$ cat config.mk
export PLATFORM = sky130hd
export DESIGN_NAME = lut_layer_scheduler
export DESIGN_NICKNAME = d
export VERILOG_FILES = /design/src/rtl/lut_sched_pkg.sv /design/src/rtl/lut_tt_ram.sv /design/src/rtl/lut_layer_scheduler.sv
export SDC_FILE = /design/constraint.sdc
export NUM_CORES = 1
export LEC_CHECK = 0
export BUFFER_PORTS_ARGS = -buffer_cell sky130_fd_sc_hd__buf_4
export CORE_ASPECT_RATIO = 0.6
export CORE_UTILIZATION = 47
export DETAILED_ROUTE_END_ITERATION = 12
export GPL_TIMING_DRIVEN = 0
export PLACE_DENSITY = 0.62
export SYNTH_ARGS = -nofsm -noshare
export SYNTH_HDL_FRONTEND = slang
export SYNTH_SLANG_ARGS = --single-unit
$ cat constraint.sdc
create_clock -name clk -period 5.8 [get_ports clk]
set_input_delay 1.16 -clock clk [delete_from_list [all_inputs] [get_ports clk]]
set_output_delay 1.16 -clock clk [all_outputs]
set_load 0.03 [all_outputs]
$ cat src/rtl/lut_sched_pkg.sv
// Shared types and constants for the time-multiplexed LUT layer scheduler.
package lut_sched_pkg;

  typedef enum logic [1:0] {
    S_IDLE = 2'd0,
    S_EVAL = 2'd1,
    S_DONE = 2'd2
  } state_t;

  localparam logic CFG_SEL_TT   = 1'b0;
  localparam logic CFG_SEL_CONN = 1'b1;

endpackage

$ cat src/rtl/lut_tt_ram.sv
// Truth-table store: one bit per (neuron, table entry), written synchronously,
// read combinationally so the scheduler can look up one neuron per cycle.
module lut_tt_ram #(
  parameter int NUM_NEURONS = 8,
  parameter int FANIN       = 5,
  localparam int NN_W       = (NUM_NEURONS > 1) ? $clog2(NUM_NEURONS) : 1,
  localparam int DEPTH      = 2 ** (NN_W + FANIN)
) (
  input  logic             clk,
  input  logic             we,
  input  logic [NN_W-1:0]  wr_neuron,
  input  logic [FANIN-1:0] wr_addr,
  input  logic             wr_bit,
  input  logic [NN_W-1:0]  rd_neuron,
  input  logic [FANIN-1:0] rd_addr,
  output logic             rd_bit
);

  // Contents survive reset on purpose: tables are configuration, not state.
  logic r_mem [DEPTH];

  // Synchronous table write, addressed as {neuron, entry}
  always_ff @(posedge clk) begin
    if (we) begin
      r_mem[{wr_neuron, wr_addr}] <= wr_bit;
    end
  end

  assign rd_bit = r_mem[{rd_neuron, rd_addr}];

endmodule

$ cat src/rtl/lut_layer_scheduler.sv
// Evaluates one LUT-network layer by stepping through its neurons one per cycle
// over a shared gather mux and truth-table lookup.
module lut_layer_scheduler
  import lut_sched_pkg::*;
#(
  parameter int IN_WIDTH    = 16,
  parameter int NUM_NEURONS = 8,
  parameter int FANIN       = 5,
  localparam int IDX_W      = $clog2(IN_WIDTH),
  localparam int NN_W       = (NUM_NEURONS > 1) ? $clog2(NUM_NEURONS) : 1
) (
  input  logic                   clk,
  input  logic                   rst,
  input  logic                   in_valid,
  output logic                   in_ready,
  input  logic [IN_WIDTH-1:0]    in_data,
  output logic                   out_valid,
  input  logic                   out_ready,
  output logic [NUM_NEURONS-1:0] out_data,
  input  logic                   cfg_we,
  input  logic                   cfg_sel,
  input  logic [NN_W-1:0]        cfg_neuron,
  input  logic [FANIN-1:0]       cfg_addr,
  input  logic [IDX_W-1:0]       cfg_data,
  output logic                   cfg_err
);

  localparam int SLOT_W = (FANIN > 1) ? $clog2(FANIN) : 1;

  state_t                   r_state;
  state_t                   w_state_next;
  logic [IN_WIDTH-1:0]      r_in;
  logic [NN_W-1:0]          r_n;
  logic [NUM_NEURONS-1:0]   r_out_data;
  logic                     r_cfg_err;
  logic [IDX_W-1:0]         r_conn [NUM_NEURONS][FANIN];

  logic                     w_last_neuron;
  logic                     w_neuron_ok;
  logic                     w_conn_ok;
  logic                     w_cfg_ok;
  logic                     w_tt_we;
  logic                     w_conn_we;
  logic [FANIN-1:0]         w_tt_addr;
  logic                     w_tt_bit;
  logic                     w_in_ready;
  logic                     w_out_valid;

  assign w_last_neuron = (r_n == NN_W'(NUM_NEURONS - 1));

  // Config writes are legal only in IDLE and only to existing neurons/slots/inputs.
  assign w_neuron_ok = (32'(cfg_neuron) < 32'(NUM_NEURONS));
  assign w_conn_ok   = (32'(cfg_addr) < 32'(FANIN)) && (32'(cfg_data) < 32'(IN_WIDTH));
  assign w_cfg_ok    = cfg_we && (r_state == S_IDLE) && w_neuron_ok &&
                       ((cfg_sel == CFG_SEL_TT) || w_conn_ok);
  assign w_tt_we     = w_cfg_ok && (cfg_sel == CFG_SEL_TT);
  assign w_conn_we   = w_cfg_ok && (cfg_sel == CFG_SEL_CONN);

  // Gather: slot k of the current neuron picks one latched input bit (slot 0 = LSB).
  generate
    for (genvar gi = 0; gi < FANIN; gi++) begin : g_gather
      assign w_tt_addr[gi] = r_in[r_conn[r_n][gi]];
    end
  endgenerate

  lut_tt_ram #(
    .NUM_NEURONS(NUM_NEURONS),
    .FANIN      (FANIN)
  ) u_tt_ram (
    .clk      (clk),
    .we       (w_tt_we),
    .wr_neuron(cfg_neuron),
    .wr_addr  (cfg_addr),
    .wr_bit   (cfg_data[0]),
    .rd_neuron(r_n),
    .rd_addr  (w_tt_addr),
    .rd_bit   (w_tt_bit)
  );

  // State register
  always_ff @(posedge clk) begin
    if (rst) begin
      r_state <= S_IDLE;
    end else begin
      r_state <= w_state_next;
    end
  end

  // Next-state logic: IDLE -> EVAL (one cycle per neuron) -> DONE -> IDLE
  always_comb begin
    w_state_next = r_state;
    case (r_state)
      S_IDLE:  if (in_valid)      w_state_next = S_EVAL;
      S_EVAL:  if (w_last_neuron) w_state_next = S_DONE;
      S_DONE:  if (out_ready)     w_state_next = S_IDLE;
      default: w_state_next = S_IDLE;
    endcase
  end

  // Handshake outputs decoded from state
  always_comb begin
    w_in_ready  = 1'b0;
    w_out_valid = 1'b0;
    case (r_state)
      S_IDLE:  w_in_ready  = 1'b1;
      S_DONE:  w_out_valid = 1'b1;
      default: ;
    endcase
  end

  // Datapath: latch input at handshake, write one result bit per EVAL cycle, flag bad cfg
  always_ff @(posedge clk) begin
    if (rst) begin
      r_in       <= '0;
      r_n        <= '0;
      r_out_data <= '0;
      r_cfg_err  <= 1'b0;
    end else begin
      r_cfg_err <= cfg_we && !w_cfg_ok;
      if (r_state == S_IDLE && in_valid) begin
        r_in <= in_data;
        r_n  <= '0;
      end else if (r_state == S_EVAL) begin
        r_out_data[r_n] <= w_tt_bit;
        r_n             <= r_n + 1'b1;
      end
    end
  end

  // Connection map is configuration and is deliberately left untouched by reset
  always_ff @(posedge clk) begin
    if (w_conn_we) begin
      r_conn[cfg_neuron][cfg_addr[SLOT_W-1:0]] <= cfg_data;
    end
  end

  assign in_ready  = w_in_ready;
  assign out_valid = w_out_valid;
  assign out_data  = r_out_data;
  assign cfg_err   = r_cfg_err;

endmodule
==> results of run 1 <==
==> path summary, 6_finish.rpt <==
check	end	slack, ns	cells past startpoint
worst max-delay path	out_data[2]	0.12	16
worst max register to register	out_data[2]	0.12	16
worst min register to register	out_data[2]	0.50	2
worst min-delay path	out_data[2]	0.50	2
==> metal layers <==
metal,up-vias,part of all wire [%]
li1,5745,-
met1,6707,46
met2,766,39
met3,92,13
met4,0,2.1
met5,-,0
==> logic make-up (layout without fill, tap and decap cells) <==
| kind of cell | Yosys count | after routing | synth area share (%) |
|---|---|---|---|
| and+or+nand+nor | 626 | 626 | 13.7 |
| DFF | 449 | 449 | 65.9 |
| muxes | 173 | 173 | 12.1 |
| AOI/OAI and AO/OA | 155 | 155 | 5.32 |
| buffers and inverters | 100 | 217 | 2.81 |
| adders and majority gates | 2 | 2 | 0.125 |
| other | 0 | 1 | 0 |
==> sequential cells by signal, indices dropped and copies added, names as in the netlist, named ones only <==
| name | cells |
|---|---|
| cfg_err | 1 |
| r_n | 3 |
| u_tt_ram.r_mem | 256 |
| r_conn | 160 |
| out_data | 8 |
| r_state | 2 |
| r_in | 16 |
==> Yosys cell counts, types with 8 or more instances <==
| library cell | n |
|---|---|
| buf_2 | 18 |
| edfxtp_1 | 416 |
| o21ai_0 | 17 |
| nor3_1 | 12 |
| nand4_1 | 9 |
| nand2_1 | 160 |
| buf_4 | 12 |
| buf_6 | 12 |
| o22ai_1 | 22 |
| dfxtp_1 | 33 |
| a21oi_1 | 42 |
| a22oi_1 | 15 |
| mux4_2 | 39 |
| nor2_1 | 337 |
| clkbuf_1 | 49 |
| nand3_1 | 42 |
| a32o_1 | 8 |
| mux2_2 | 21 |
| mux2i_1 | 101 |
==> stage by stage <==
step | utilization (%) | instance area [um2]
global placement | 50.0 | 21000
floorplan | - | 19900
global route | 53.4 | 22400
finish | 53.4 | 22400
CTS | 53.4 | 22400
detailed placement | 50.1 | 21000
==> final cells by class <==
| class | instances | area share, % |
|---|---|---|
| sequential | 449 | 58.8 |
| multi-input combinational | 956 | 27.9 |
| clock buffer | 57 | 5.32 |
| tap | 570 | 3.19 |
| buffer | 96 | 2.45 |
| timing repair buffer | 41 | 1.50 |
| clock inverter | 20 | 0.760 |
| inverter | 3 | 0.0503 |
| antenna | 1 | 0.0112 |
==> critical path, cell delays in order (launching register included) <==
cell and delay (ns):
dfxtp_1 0.41, buf_4 0.26, buf_4 0.28, buf_4 0.28, buf_2 0.36, mux4_2 0.35
mux2i_1 0.37, o21ai_0 0.14, o21ai_0 0.56, nand2b_1 0.18, clkbuf_1 0.70, o311ai_0 0.36
or4b_1 0.66, nand4_2 0.16, nor4_4 0.05, buf_4 0.21, a211oi_1 0.23
==> report_power, final <==
part / leakage, nW / internal, mW / switching, mW / total [mW]
clock network: 0.658 / 1.54 / 1.23 / 2.77
registers: 4.01 / 3.54 / 0.0156 / 3.56
logic: 2.39 / 0.230 / 0.475 / 0.705
total: 7.06 / 5.32 / 1.72 / 7.04
==> timing repair <==
action                                  in CTS  in global routing
resized for setup                            4                  5
pin swaps                                    0                  1
endpoints found under the setup margin       8                  8
gates cloned                                 0                  0
hold endpoints to repair                     0                  0
buffers inserted                             0                  1
==> run metrics, run 1 <==
outcome finished, final reports clean; Synth async-reset ratio 0%; commonest non-fill, non-tap cell in the layout edfxtp_1; Global Route met2 Usage 34.9%; DP Cell Count 2115; CTS H-tree lvls 2; setup TNS 0 ns; Tmin final 5.68 ns; CTS Hold Bufs 0; Detail Route Antenna Nets 0; CP startpoint kind register; Synth area leaders edfxtp_1, nor2_1, mux2i_1; Post-Place Worst Slack -0.300 ns; total wire length 58300 um; drt wl/cell 26.6 um; # DRC 0; largest net degree at the start of global routing 179; storage element area 13200 um2; static leakage 7.06 nW; Initial Util 47.6%; ratio of final minimum period to clock period 97.9%; Fmax 176 MHz; Required @ worst endpoint 6.27 ns; met3 Use GR 9.30%; VDD IR-drop max 0.190 mV; Cell Area, Synth 19900 um2; initial antenna violation count 2; count of flip-flops with a built-in enable after synthesis 416; final hold slack 0.503 ns; power per cell area 315 nW/um2; vias in the first global route 12500; core area 41900 um2; max_cap viols 0; Syn-to-layout area delta 12.2%; number of fill cells 3579; Final Hold Viols 0; unrepaired setup endpoints after global routing false; Rows 58; nets@finish 1626; Primary FF master, synth edfxtp_1; gr usage total 27.3%; Worst Path Arrival 6.15 ns; count of pins over their slew limit 0; IO Pins 45; Clock Tree Root clkbuf_16; Total Power 7.04 mW; Worst-path clk slew 0.07 ns; Worst Path Max Fanout 10; hold path startpoint out_data[2]; M1 GR Usage 43.6%; Detail Placement HPWL 39000 um; share of post-route cells with drive strength above 1 15.0%; number of I/O port buffers 39; Slew HR 9.39%; clock latency at the later pin of the worst-skew pair 0.55 ns; Synth top area share 62.6%; first-pass GRT wire length 83600 um; Finish-stage setup viols 0; CTS buffer count 43; Avg Cell Area, Syn 13.3 um2; GRT Residual Overflow 0; die area 43300 um2; TritonCTS clock tree yes; Crit Path Class reg -> reg; synth unique cells 74; most frequent cells in the layout edfxtp_1, nor2_1, nand2_1; GR peak layer met1; Syn Nets 1541; drt pass-1 iters 5; DR iter-0 viols 2228; area occupied by multi-input gates 6250 um2; clk sink count 449; post-synthesis cell count 1505; Least-Margin Pin Slew 1.35 ns; via count 13300; Via density 6.07; final RePlAce weighted congestion 0.901; CP endpoint kind register; HP Class reg -> reg; leading area contributor after synthesis edfxtp_1; worst setup margin 0.120 ns; die width 268 um; sequential cell area fraction in the yosys report 65.9%; Max Clock Skew 0.0158 ns; CTS max path bufs 3; final std cells w/o fill 2193; Ys Warns 0; Die Ht 162 um; flop and latch count out of synthesis 449
(Power assumes the default switching activity.)
==> run 2, diff against run 1 <==
--- a/config.mk
+++ b/config.mk
@@ -5,7 +5,7 @@
 export SDC_FILE = /design/constraint.sdc
 export NUM_CORES = 1
 export LEC_CHECK = 0
-export BUFFER_PORTS_ARGS = -buffer_cell sky130_fd_sc_hd__buf_4
+export BUFFER_PORTS_ARGS = -buffer_cell sky130_fd_sc_hd__buf_2
 export CORE_ASPECT_RATIO = 0.6
 export CORE_UTILIZATION = 47
 export DETAILED_ROUTE_END_ITERATION = 12
==> run 2 against run 1 <==
  * Combinational power barely moved
  * Die area unchanged
  * Non-clock buffer count decreased by 1
  * Clock skew is 0.00076 ns higher
  * Utilization decreased by 0.26 points
  * Largest power group unchanged
==> run metrics, run 2 (synthesis gave the netlist of run 1 again) <==
outcome finished, final reports clean (unchanged); worst setup margin 0.267 ns (was 0.120 ns); CP startpoint kind register (unchanged); nets@finish 1624 (was 1626); worst setup path endpoint out_data[1] (was out_data[2]); largest reg by FF count u_tt_ram.r_mem (unchanged); static leakage 7.02 nW (was 7.06 nW); CTS Hold Bufs 0 (unchanged); initial antenna violation count 3 (was 2); Finish-stage setup viols 0 (unchanged); clock latency at the later pin of the worst-skew pair 0.56 ns (was 0.55 ns); Clock Tree Root clkbuf_16 (unchanged); fin util 53.2% (was 53.4%); unrepaired setup endpoints after global routing false (unchanged); gr usage total 26.7% (was 27.3%); Detail Route Antenna Nets 0 (unchanged); CP endpoint kind register (unchanged); Post-Place Worst Slack -0.258 ns (was -0.300 ns); core area 41900 um2 (unchanged); HP Class reg -> reg (unchanged); CTS max path bufs 3 (unchanged); Crit Path Class reg -> reg (unchanged); Via density 5.96 (was 6.07); max_cap viols 0 (unchanged); Slew HR 9.49% (was 9.39%); met3 Use GR 10.2% (was 9.30%); count of pins over their slew limit 0 (unchanged); total wire length 57000 um (was 58300 um); Least-Margin Pin Slew 1.35 ns (about the same); Final Hold Viols 0 (unchanged); drt pass-1 iters 5 (unchanged); reg2reg setup slack 0.27 ns (was 0.12 ns); TritonCTS clock tree yes (unchanged); Detail Placement HPWL 38200 um (was 39000 um); final RePlAce weighted congestion 0.918 (was 0.901); drt wl/cell 26.0 um (was 26.6 um); reg-to-reg critical path endpoint out_data[1] (was out_data[2]); CTS buffer count 42 (was 43); Fmax 181 MHz (was 176 MHz); share of post-route cells with drive strength above 1 14.8% (was 15.0%); Worst Path Arrival 5.94 ns (was 6.15 ns); Max Clock Skew 0.0166 ns (was 0.0158 ns); vias in the first global route 12300 (was 12500); Die Ht 162 um (unchanged); VDD IR-drop max 0.163 mV (was 0.190 mV); GRT Residual Overflow 0 (unchanged); final std cells w/o fill 2191 (was 2193); commonest non-fill, non-tap cell in the layout edfxtp_1 (unchanged); power per cell area 315 nW/um2 (about the same); DP Cell Count 2115 (unchanged); clk sink count 449 (unchanged); die area 43300 um2 (unchanged); cell area after layout 22300 um2 (was 22400 um2); Initial Util 47.6% (unchanged); # DRC 0 (unchanged); first-pass GRT wire length 82400 um (was 83600 um); ratio of final minimum period to clock period 95.4% (was 97.9%); number of I/O port buffers 39 (unchanged); M1 GR Usage 42.0% (was 43.6%); CTS H-tree lvls 2 (unchanged); most frequent cells in the layout edfxtp_1, nor2_1, nand2_1 (unchanged); setup TNS 0 ns (unchanged); GR peak layer met1 (unchanged); number of flip-flops in the largest register 256 (unchanged); largest net degree at the start of global routing 190 (was 179); Rows 58 (unchanged); Global Route met2 Usage 34.3% (was 34.9%); Worst Reg2Reg Path Length in Cells 16 (unchanged); DR iter-0 viols 1975 (was 2228); Placed Instance Area 20900 um2 (was 21000 um2); Syn-to-layout area delta 11.7% (was 12.2%); die width 268 um (unchanged); IO Pins 45 (unchanged); Worst Path Max Fanout 10 (unchanged); via count 13100 (was 13300); Tmin final 5.53 ns (was 5.68 ns); Worst-path clk slew 0.07 ns (about the same); Required @ worst endpoint 6.21 ns (was 6.27 ns)
==> run 2: changes by cell type in the layout (fill, tap and decap cells not counted), sizes merged <==
| cell | delta |
|---|---|
| clkbuf | -4 |
| clkinvlp | -2 |
| bufinv | +2 |
| clkinv | +2 |
==> run 2: worst max-delay path, stage by stage (launching register included) <==
cell and delay, ns:
dfxtp_1 0.42, buf_4 0.27, buf_4 0.27, buf_4 0.28, buf_2 0.38, mux4_2 0.37
mux2i_1 0.32, nand3_1 0.27, a211oi_2 1.14, buf_4 0.39, nand3_1 0.12, a31o_2 0.26
nand4_1 0.12, nand4_2 0.18, nor4_4 0.31, buf_12 0.18, a211oi_1 0.07
==> run 2: where the power goes <==
group | internal (mW) | leakage [nW] | switching, mW
clock network | 1.54 | 0.648 | 1.21
logic | 0.231 | 2.37 | 0.475
registers | 3.54 | 4.01 | 0.0147
total | 5.32 | 7.02 | 1.70
==> run 2: final cells by class <==
type	instances	area, um2
multi-input combinational	956	6260
clock buffer	54	1120
inverter	3	11.3
tap	570	713
fill	3544	19600
buffer	95	544
antenna	1	2.50
timing repair buffer	41	253
clock inverter	22	211
sequential	449	13200
==> run 2: how the worst min path moves through the flow <==
stage                 from     endpoint  slack [ns]  cells past startpoint
5_1_grt        out_data[0]  out_data[0]        0.52                      2
6_report       out_data[2]  out_data[2]        0.49                      2
3_3_place_gp   out_data[2]  out_data[2]        0.48                      2
2_1_floorplan      r_in[3]      r_in[3]        0.48                      2
4_1_cts        out_data[2]  out_data[2]        0.50                      2
3_5_place_dp   out_data[2]  out_data[2]        0.49                      2
==> run 2: layer usage <==
metal	share of wire (%)	routed length, um	vias up
met3	13	7430	68
met1	47	26500	6533
li1	-	-	5751
met5	0	0	-
met2	39	22100	711
met4	1.6	883	0
==> run 2: what timing repair did <==
action / CTS / global route
setup buffers: 0 / 1
gates resized for setup: 4 / 5
endpoints found under the setup margin: 8 / 8
pin swaps: 0 / 1
==> run 2: per-stage QoR <==
step,power (mW),hold slack (ns)
floorplan,4.03,0.478
global placement,4.30,0.483
detailed placement,4.30,0.489
CTS,7.01,0.498
global route,7.19,0.517
finish,7.02,0.493
